$ cat src/rtl/cnn_layer_sequencer.sv
// cnn_layer_sequencer: drives one inference through conv -> pool -> fc,
// tracks the argmax of the streamed FC class scores and reports the result.
// Every output is a register loaded from the next-state decode, so each
// output changes on the same edge as the state it belongs to.
module cnn_layer_sequencer #(
    parameter int SCORE_W     = 32,
    parameter int NUM_CLASSES = 10,
    parameter int TIMEOUT     = 65535
) (
    input  logic                      clk,
    input  logic                      rst_n,
    input  logic                      start,
    input  logic [3:0]                label,
    output logic                      conv_start,
    input  logic                      conv_done,
    output logic                      pool_start,
    input  logic                      pool_done,
    output logic                      fc_start,
    input  logic                      score_valid,
    input  logic signed [SCORE_W-1:0] score_data,
    input  logic                      fc_done,
    output logic                      busy,
    output logic                      done,
    output logic [3:0]                classification,
    output logic                      correct,
    output logic                      err
);

    // The beat counter needs one extra value so that "all classes seen"
    // is representable even when NUM_CLASSES is 16.
    localparam int TW = $clog2(TIMEOUT + 1);
    localparam int KW = $clog2(NUM_CLASSES + 1);

    typedef enum logic [2:0] {
        IDLE, CONV, POOL, FC, FINISH, ERROR
    } state_t;

    state_t                     state, state_nxt;
    logic [TW-1:0]              timer;
    logic [KW-1:0]              beat_cnt;
    logic [KW-1:0]              beats_seen;
    logic signed [SCORE_W-1:0]  best_score, best_score_nxt;
    logic [3:0]                 best_idx, best_idx_nxt;
    logic [3:0]                 label_q;
    logic                       beat_take;
    logic                       timed_out;

    // Argmax update for this cycle's beat; a beat coinciding with fc_done
    // must still count, so the exit decision and the result use these values.
    always_comb begin
        beat_take      = (state == FC) && score_valid && (beat_cnt < KW'(NUM_CLASSES));
        best_score_nxt = best_score;
        best_idx_nxt   = best_idx;
        if (beat_take && ((beat_cnt == '0) || (score_data > best_score))) begin
            best_score_nxt = score_data;
            best_idx_nxt   = 4'(beat_cnt);
        end
        beats_seen = beat_cnt + KW'(beat_take);
        timed_out  = (timer == TW'(TIMEOUT - 1));
    end

    // State register.
    always_ff @(posedge clk or negedge rst_n) begin
        if (!rst_n) state <= IDLE;
        else        state <= state_nxt;
    end

    // Next-state decode; a stage's own done wins over a coincident timeout.
    always_comb begin
        state_nxt = state;
        case (state)
            IDLE:   if (start) state_nxt = CONV;
            CONV:   if (conv_done) state_nxt = POOL;
                    else if (timed_out) state_nxt = ERROR;
            POOL:   if (pool_done) state_nxt = FC;
                    else if (timed_out) state_nxt = ERROR;
            FC:     if (fc_done) state_nxt = (beats_seen == KW'(NUM_CLASSES)) ? FINISH : ERROR;
                    else if (timed_out) state_nxt = ERROR;
            FINISH: state_nxt = IDLE;
            ERROR:  state_nxt = IDLE;
            default: state_nxt = IDLE;
        endcase
    end

    // Stage timer, beat counter, label latch and running best score.
    always_ff @(posedge clk or negedge rst_n) begin
        if (!rst_n) begin
            timer      <= '0;
            beat_cnt   <= '0;
            best_score <= '0;
            best_idx   <= '0;
            label_q    <= '0;
        end else begin
            if (state_nxt != state)
                timer <= '0;
            else if (state == CONV || state == POOL || state == FC)
                timer <= timer + TW'(1);
            if (state == IDLE && start) begin
                label_q  <= label;
                beat_cnt <= '0;
            end else if (beat_take) begin
                beat_cnt <= beat_cnt + KW'(1);
            end
            best_score <= best_score_nxt;
            best_idx   <= best_idx_nxt;
        end
    end

    // Registered outputs: start pulses on stage entry, result on FINISH/ERROR.
    always_ff @(posedge clk or negedge rst_n) begin
        if (!rst_n) begin
            conv_start     <= 1'b0;
            pool_start     <= 1'b0;
            fc_start       <= 1'b0;
            busy           <= 1'b0;
            done           <= 1'b0;
            classification <= 4'h0;
            correct        <= 1'b0;
            err            <= 1'b0;
        end else begin
            conv_start <= (state_nxt == CONV) && (state != CONV);
            pool_start <= (state_nxt == POOL) && (state != POOL);
            fc_start   <= (state_nxt == FC)   && (state != FC);
            busy       <= (state_nxt != IDLE);
            done       <= (state_nxt == FINISH) || (state_nxt == ERROR);
            if (state == IDLE && start)
                err <= 1'b0;
            if (state_nxt == FINISH) begin
                classification <= best_idx_nxt;
                correct        <= (best_idx_nxt == label_q);
                err            <= 1'b0;
            end else if (state_nxt == ERROR) begin
                classification <= 4'hF;
                correct        <= 1'b0;
                err            <= 1'b1;
            end
        end
    end

endmodule
$ cat config.mk
export PLATFORM = sky130hd
export DESIGN_NAME = cnn_layer_sequencer
export DESIGN_NICKNAME = d
export VERILOG_FILES = /design/src/rtl/cnn_layer_sequencer.sv
export SDC_FILE = /design/constraint.sdc
export NUM_CORES = 1
export LEC_CHECK = 0
export CAP_MARGIN = 10
export CORE_MARGIN = 3
export CORE_UTILIZATION = 50
export DETAILED_ROUTE_END_ITERATION = 16
export GPL_ROUTABILITY_DRIVEN = 0
export PLACE_DENSITY = 0.74
export SETUP_SLACK_MARGIN = 0.02
export SYNTH_ARGS = -nofsm -noshare
export SYNTH_HDL_FRONTEND = slang
export SYNTH_SLANG_ARGS = --single-unit
export TNS_END_PERCENT = 50
$ cat constraint.sdc
create_clock -name clk -period 4.3 [get_ports clk]
set_input_delay 1.075 -clock clk [delete_from_list [all_inputs] [get_ports clk]]
set_output_delay 1.075 -clock clk [all_outputs]
set_load 0.01 [all_outputs]
After elaboration in Yosys (flattened, before gate mapping)
Cells that the tools add are included.

Logic and storage cells: 71. Bits in registers: 74. Input bits: 43.

Muxes and demuxes: 19. Add/sub/neg operators: 3. Reduce and logical (&&, ||, !) cells: 18. Magnitude comparators: 2. Equality and inequality tests: 15.

Operator list (count): $gt A32 B32 Y1 (1); $mux W16 (2); $mux W4 (5); $add A16 B1 Y16 const B (1); $eq A16 B16 Y1 const B (1); $mux W3 (5); $eq A3 B2 Y1 const B (4); $pmux W3 S4 (1); $logic_and A1 B1 Y1 (7); $eq A3 B1 Y1 const B (2); $eq A3 B3 Y1 const B (2); $mux W1 (6); $ne A3 B2 Y1 const B (2); $reduce_bool A2 Y1 (3); $reduce_bool A3 Y1 (2); $add A4 B1 Y4 (1); $add A4 B1 Y4 const B (1); $eq A4 B4 Y1 (1); $eq A4 B4 Y1 const B (1); $logic_not A4 Y1 (1); $logic_or A1 B1 Y1 (4); $lt A4 B4 Y1 const B (1); $logic_not A3 Y1 (1); $ne A3 B1 Y1 const B (1); $ne A3 B3 Y1 (1).

Logic depth before layout (Yosys ltp)
Gate-level depths: netlist of run 1.

Depth after elaboration: 11. Mapped depth: 16.

Worst setup path before layout of run 1
OpenSTA, ideal clock, no wires.

Kind: in2reg. From: input port score_data[31]. To: register classification[3]. Setup slack: 558 ps. Buffers on the path: 0. Arrival time: 3621 ps. Stages on the path: 9. Cells stage by stage: ha_1 > nand4_1 > or2_2 > a21oi_1 > or4b_2 > a21oi_1 > mux2i_1 > mux2_2 > o22a_1.

Word-level cells in the longest chain between the ends: 5.

Ends and longest elaborated chain: from (decl) (line 20) `input logic signed [SCORE_W-1:0] score_data,`; $gt A32 B32 Y1 (line 54) `if (beat_take && ((beat_cnt == '0) || (score_data > best_score))) begin`; $logic_or A1 B1 Y1 (line 54); $logic_and A1 B1 Y1 (line 54); $mux W4 (line 54); net best_idx_nxt[3] (line 43) `logic [3:0] best_idx, best_idx_nxt;`; $mux W4 (line 128) `if (state_nxt == FINISH) begin`; to (signal assigned) (line 129) `classification <= best_idx_nxt;`; to (decl) (line 24) `output logic [3:0] classification,`.

The timed path passes the listed nets, and every way through them passes these cells. A chain may end at the register's enable or synchronous reset.

Final worst setup path of run 1
From: input port score_data[30]. To: register best_score[26].

Word-level cells in the longest chain between the ends: 3.

Ends and longest elaborated chain: $gt A32 B32 Y1 (line 54); $logic_or A1 B1 Y1 (line 54); $logic_and A1 B1 Y1 (line 54); to (signal assigned) (line 104) `best_score <= best_score_nxt;`; to (decl) (line 42) `logic signed [SCORE_W-1:0] best_score, best_score_nxt;`.

No other way between the ends.

==> key figures, run 1 <==
Status
  • Status: complete, no violations

Synthesis
  • Cell taking the most area after synthesis: dfrtp_1
  • Async S/R FF share, synth: 100%
  • Synth Cell Area: 4240 sq um
  • Synth top area share: between 40% and 50%
  • Sequential area share after synthesis: a little over two fifths
  • Mean Syn Cell Area: 9.40 sq um
  • Yosys cell types: 53
  • Dominant synthesized flop cell: dfrtp_1
  • Synth Register Bits: 74
  • Synth top area cells: dfrtp_1 44%, ha_1 11%, o21ai_0 8.5%, inv_1 4.0%, xor2_1 2.9%
  • Syn_nets: 532
  • Yosys warning count: 0
  • Syn Inst Count: around 450
  • Post-synth EDFFs: 0

Routing
  • Detailed-route DRC error count: 0
  • Vias/cell: between 5 and 6
  • Wirelength, routed: about 9300 um
  • Vias: 3433
  • WL/cell: 15.1 um
  • Antenna-violating nets left: 0
  • Initial DRT Pass Iterations: 4
  • DRT iter0 DRCs: approximately 180

Global route
  • Maximum number of pins on one net before global-route repair: 42
  • First-pass GRT wire length: about 16000 um
  • GRT overflow: 0
  • GRT Resource Usage Total: about a fifth
  • Initial antenna violation count: 0
  • Vias in the first global route: between 3000 and 4000

Die
  • Area of the die: a little under 10000 sq um
  • Initial Util: a little over half
  • IO Pins: 54
  • Die Y: around 100 um
  • Core ar.: 7970 sq um
  • Site Rows: 32
  • DIE WIDTH: 98.1 um

Clocking
  • Sink Count: between 70 and 80
  • Clock Latency Late Sink: 0.36 ns
  • Htree depth: 3
  • CTS Buffer Depth: 2
  • TritonCTS clock tree: built
  • Clk pin slew, worst setup/hold paths: around 0.080 ns
  • Resize count post-CTS: 0
  • Clock root cell: clkbuf_8
  • Hold buffer count at CTS: 0
  • CTS Buf Count: 9
  • Buffer count from post-CTS setup fixing: 0

Timing
  • Final worst slack: 0.370 ns
  • Rel. slew slack: a little under 50%
  • Final Hold Slack: between 0.5 and 0.6 ns
  • Finish-stage setup viols: 0
  • Worst Skew: between 0.01 and 0.015 ns
  • Tcrit/Tclk final: 91.4%
  • Final number of hold-violating endpoints: 0
  • Fin Setup TNS: 0 ns
  • Worst-Margin Slew: ~0.76 ns
  • Final Critical Period: just under 4 ns
  • Fmax: approximately 250 MHz
  • RSZ-0062 raised after global routing: no
  • Slew Limit Fails: 0

Setup path
  • Critical path type: primary input to flip-flop
  • R2r setup slk: roughly 0.89 ns
  • Required time worst endpoint: ~4.6 ns
  • Peak fanout along the critical path: 16
  • CP arrival: 4.19 ns
  • Worst setup EP type: flip-flop
  • Worst r2r src: state[2]
  • Worst Reg-to-Reg Cells: 14
  • Worst reg2reg endpoint: timer[4]
  • Startpoint types: primary input
  • Worst setup path start: score_data[30]

Power
  • P per Cell Area: about 590 nW/um^2
  • Leakage Power: 2.36 nW
  • Total Power Consumption: 3.02 mW
  • Worst VDD drop: 0.361 mV

Placed design
  • Input/output buffers: 53
  • Placement Setup Slack: roughly 0.012 ns
  • Post-DP HPWL: 6820 um
  • Placement Cell Area: 4930 sq um
  • Post-Place Cells: ~600

Finish
  • Post-Layout Cell Count: approximately 620
  • Post-layout util: around 64%
  • Fin nets: 592
  • Share of cells above drive strength 1: 9.88%
  • Antenna Cells: 0
  • Fillcell total: 651
  • Design area: between 5000 and 6000 sq um
  • Layout area overhead: 20.9%

Min path
  • Worst min path class: flip-flop to flip-flop
  • Hold Startpoint: classification[2]
  • WHS Endpoint: classification[2]
  • Hold depth: 1

Run
  • Max-cap viol count: 0
-- per-layer routing --
metal | vias to the layer above | routed length, um | global-route usage [%] | part of all wire, %
met5 | - | 0 | 0 | 0
met4 | 0 | 165 | 7.56 | 1.8
met3 | 18 | 357 | 3.50 | 3.8
met2 | 75 | 4430 | 32.8 | 47
met1 | 1654 | 4390 | 28.1 | 47
li1 | 1686 | - | - | -
-- flip-flops by register name, summed over array words and instances, names as in the netlist --
register,flops
done,1
label_q,4
conv_start,1
pool_start,1
state,3
best_idx,4
correct,1
err,1
busy,1
fc_start,1
timer,16
best_score,32
classification,4
beat_cnt,4
-- kinds of logic after synthesis --
kind of cell,share of synthesized area (%)
simple gates,15.7
compound gates,16.5
flops,43.7
buf+inv,5.87
fa+ha+maj,11.2
xor+xnor,4.75
mux,2.33
-- cell usage in the layout, fill, tap and decap left out, types with 2 or more instances in the layout --
cell              n
xnor2_1           9
a211oi_1          4
nand4_1          11
clkdlybuf4s50_1  52
a21o_1            4
nand2_1          30
and2_1            7
clkinvlp_4        2
nor2_1           32
o22a_1            2
and4_1            3
buf_4            15
mux2i_1           2
nand3_1          13
or3_1             3
inv_1            45
o21a_1            2
mux2_2            7
o21ai_0          72
and3_1            2
or2_2             4
inv_6             2
xor2_1           14
dfrtp_1          74
nand2b_1          2
a221oi_1          3
clkbuf_8          9
a31oi_1           4
ha_1             38
a21oi_1          18
nor2b_1           3
-- final cells by class --
class	count	area, sq um	share of cell area [%]
Timing Repair Buffer	68	638	12.4
Sequential cell	74	1850	36.1
Clock inverter	7	76.3	1.49
Tap cell	102	128	2.49
Multi-Input combinational cell	313	2140	41.8
Clock buffer	9	124	2.42
Inverter	45	169	3.29
-- how the worst max path moves through the flow --
stage	endpoint	cells past startpoint
detailed placement	timer[6]	15
CTS	timer[3]	15
global placement	timer[15]	15
floorplan	classification[3]	9
finish	best_score[26]	11
global route	best_score[20]	11
-- where the power goes --
part           switching (mW)  internal (mW)
clock                   0.285          0.272
sequential              0.146          0.945
combinational           0.754          0.614
total                    1.18           1.83
-- worst max-delay path, stage by stage --
cell	delay [ns]
clkdlybuf4s50_1	0.44
ha_1	0.35
nand4_1	0.12
or2_2	0.16
a21oi_1	0.04
or4b_2	0.70
a21oi_1	0.24
mux2i_1	0.29
nand2_1	0.27
buf_4	0.28
o21ai_0	0.21
-- cell usage after synthesis, types with 2 or more instances --
| cell type | instances |
|---|---|
| or3_1 | 3 |
| and3_1 | 2 |
| and4_1 | 3 |
| a211oi_1 | 4 |
| nor2b_1 | 3 |
| a21oi_1 | 18 |
| nand4_1 | 11 |
| nand3_1 | 13 |
| nand2b_1 | 2 |
| and2_1 | 7 |
| xor2_1 | 14 |
| a31oi_1 | 4 |
| xnor2_1 | 9 |
| dfrtp_1 | 74 |
| ha_1 | 38 |
| mux2_2 | 7 |
| nor2_1 | 32 |
| nand2_1 | 30 |
| clkbuf_1 | 17 |
| mux2i_1 | 2 |
| o21a_1 | 2 |
| o22a_1 | 2 |
| o21ai_0 | 72 |
| a21o_1 | 4 |
| or2_2 | 4 |
| inv_1 | 45 |
| a221oi_1 | 3 |
No activity file was read; power rests on OpenSTA's default activity.
==> run 2: changes to the inputs <==
--- a/config.mk
+++ b/config.mk
@@ -6,6 +6,7 @@
 export NUM_CORES = 1
 export LEC_CHECK = 0
 export CAP_MARGIN = 10
+export CORE_ASPECT_RATIO = 1.25
 export CORE_MARGIN = 3
 export CORE_UTILIZATION = 50
 export DETAILED_ROUTE_END_ITERATION = 16
==> key figures, run 2 (same netlist as run 1, synthesis figures left out) <==
Finish
  • Largest regs: best_score x32, timer x16
  • Fin nets: slightly below 600
  • Design area: about 5100 sq um
  • Antenna Cells: 0
  • Layout area overhead: 20.6%
  • Commonest non-fill, non-tap cell in the layout: dfrtp_1
  • Share of cells above drive strength 1: a little under a tenth
  • Most frequent cells in the layout: 74 x dfrtp_1, 72 x o21ai_0, 52 x clkdlybuf4s50_1, 45 x inv_1, 38 x ha_1
  • Fillcell total: approximately 670
  • Max FFs per register: 32
  • Biggest register: best_score

Clocking
  • Hold buffer count at CTS: 0
  • Sink Count: 74
  • Htree depth: 3
  • Resize count post-CTS: 0
  • CTS Buf Count: 9
  • Clock Latency Late Sink: around 0.35 ns
  • CTS Buffer Depth: 2
  • TritonCTS clock tree: built
  • Clk pin slew, worst setup/hold paths: ~0.070 ns
  • Buffer count from post-CTS setup fixing: 0
  • Clock root cell: clkbuf_8

Timing
  • Final Hold Slack: approximately 0.54 ns
  • Slew Limit Fails: 0
  • Final number of hold-violating endpoints: 0
  • Rel. slew slack: a little under three fifths
  • Finish-stage setup viols: 0
  • Worst-Margin Slew: roughly 0.67 ns
  • RSZ-0062 raised after global routing: no
  • Final Critical Period: around 3.9 ns
  • Worst Skew: approximately 0.0050 ns
  • Tcrit/Tclk final: 91.7%
  • Fmax: about 250 MHz

Setup path
  • CP peak stage delay: ~0.75 ns
  • Required time worst endpoint: approximately 4.5 ns
  • Peak fanout along the critical path: 20
  • Worst setup EP type: flip-flop
  • Worst Reg-to-Reg Cells: 14
  • Buf/Inv on CP: 2
  • WP depth: 11
  • Slowest-stage cell, CP: or4b_2
  • CP arrival: 4.15 ns
  • Startpoint types: primary input
  • Critical path type: primary input to flip-flop
  • Critical path's top delay family: simple AND/OR/NAND/NOR gates
  • Worst-path cell chain: clkdlybuf4s50_1 > ha_1 > nand4_1 > or2_2 > a21oi_1 > or4b_2 > a21oi_1 > mux2_2 > buf_4 > o21ai_0 > o21ai_0

Routing
  • Metal2 WL: 4450 um
  • Vias: ~3400
  • WL/cell: roughly 15 um
  • Top Layer Used: met4
  • Antenna-violating nets left: 0
  • Detailed-route DRC error count: 0
  • DRT met1 WL: a little over 4000 um
  • Vias/cell: roughly 5.6
  • DRT iter0 DRCs: between 150 and 200
  • Met3 wire length: 495 um
  • Initial DRT Pass Iterations: 4
  • Wirelength, routed: 9190 um

Min path
  • Worst min path class: flip-flop to flip-flop
  • Hold depth: 2

Global route
  • GRT overflow: 0
  • Vias in the first global route: ~3400
  • First-pass GRT wire length: 15400 um
  • GRT Resource Usage Total: around a fifth
  • Maximum number of pins on one net before global-route repair: 55
  • Initial antenna violation count: 0

Die
  • IO Pins: 54
  • Site Rows: 36
  • Initial Util: 52.9%
  • DIE WIDTH: 88.4 um
  • Die Y: 109 um
  • Area of the die: between 9000 and 10000 sq um
  • Core ar.: approximately 8000 sq um

Power
  • P per Cell Area: roughly 590 nW/um^2
  • Leakage Power: 2.37 nW
  • Worst VDD drop: between 0.3 and 0.4 mV

Placed design
  • Post-DP HPWL: 6660 um
  • Placement Cell Area: a little under 5000 sq um
  • Input/output buffers: 53

Run
  • Max-cap viol count: 0

Status
  • Status: complete, no violations
## run 2: cell types whose count changed in the layout (fill, tap and decap cells not counted)
cell / before / now
buf_4: 15 / 14
clkbuf_1: 0 / 1
clkbuf_8: 9 / 12
clkinv_4: 1 / 0
clkinvlp_4: 2 / 0
inv_6: 2 / 0
## run 2: final timing paths
check                           slack (ns)              to           start
min in group asynchronous             0.67   best_score[6]           rst_n
worst min-delay path                  0.54  best_score[21]  best_score[21]
worst min register to register        0.54  best_score[21]  best_score[21]
worst max register to register        1.07        timer[5]        state[2]
max in group asynchronous             2.59        timer[3]           rst_n
worst max-delay path                  0.36  best_score[31]  score_data[30]
## run 2: power by group
group,total [mW],switching [mW],internal (mW)
Combinational,1.37,0.748,0.620
Clock,0.556,0.244,0.312
Sequential,1.09,0.148,0.946
Total,3.02,1.14,1.88
## run 2: tightest hold or removal path: cells and delay by family (launching register included)
family	cells	cell delay (ns)
flops	1	0.32
compound gates	1	0.14
buf+inv	1	0.05
## run 2: metal layers
layer / vias up / GRT usage, %
li1: 1680 / -
met1: 1618 / 26.1
met2: 91 / 33.0
met3: 15 / 4.99
met4: 0 / 8.21
met5: - / 0
## run 2: area by class of cell
cell class                      instances  area [sq um]  share of cell area (%)
Multi-Input combinational cell        313          2140                    41.9
Clock buffer                           13           169                    3.30
Clock inverter                          2          35.0                   0.685
Tap cell                               95           119                    2.32
Inverter                               45           169                    3.30
Timing Repair Buffer                   67           631                    12.3
Sequential cell                        74          1850                    36.2
## run 2: stage by stage
stage	TNS, ns	setup WS, ns	power [mW]	util [%]	std cells
final	0	0.359	3.02	63.8	609
after global routing	0	0.263	3.27	63.8	609
after CTS	0	0.361	3.05	63.8	609
after detailed placement	-0.0119	-0.0119	2.46	61.3	594
after global placement	0	0.0700	2.41	61.3	594
after floorplan	0	0.558	2.02	-	451
==> run 3: changes to the inputs <==
--- a/config.mk
+++ b/config.mk
@@ -12,7 +12,7 @@
 export DETAILED_ROUTE_END_ITERATION = 16
 export GPL_ROUTABILITY_DRIVEN = 0
 export PLACE_DENSITY = 0.74
-export SETUP_SLACK_MARGIN = 0.02
+export SLEW_MARGIN = 30
 export SYNTH_ARGS = -nofsm -noshare
 export SYNTH_HDL_FRONTEND = slang
 export SYNTH_SLANG_ARGS = --single-unit
==> results of run 3 <==
No change in the layout: final DEF, timing and power equal those of run 2.
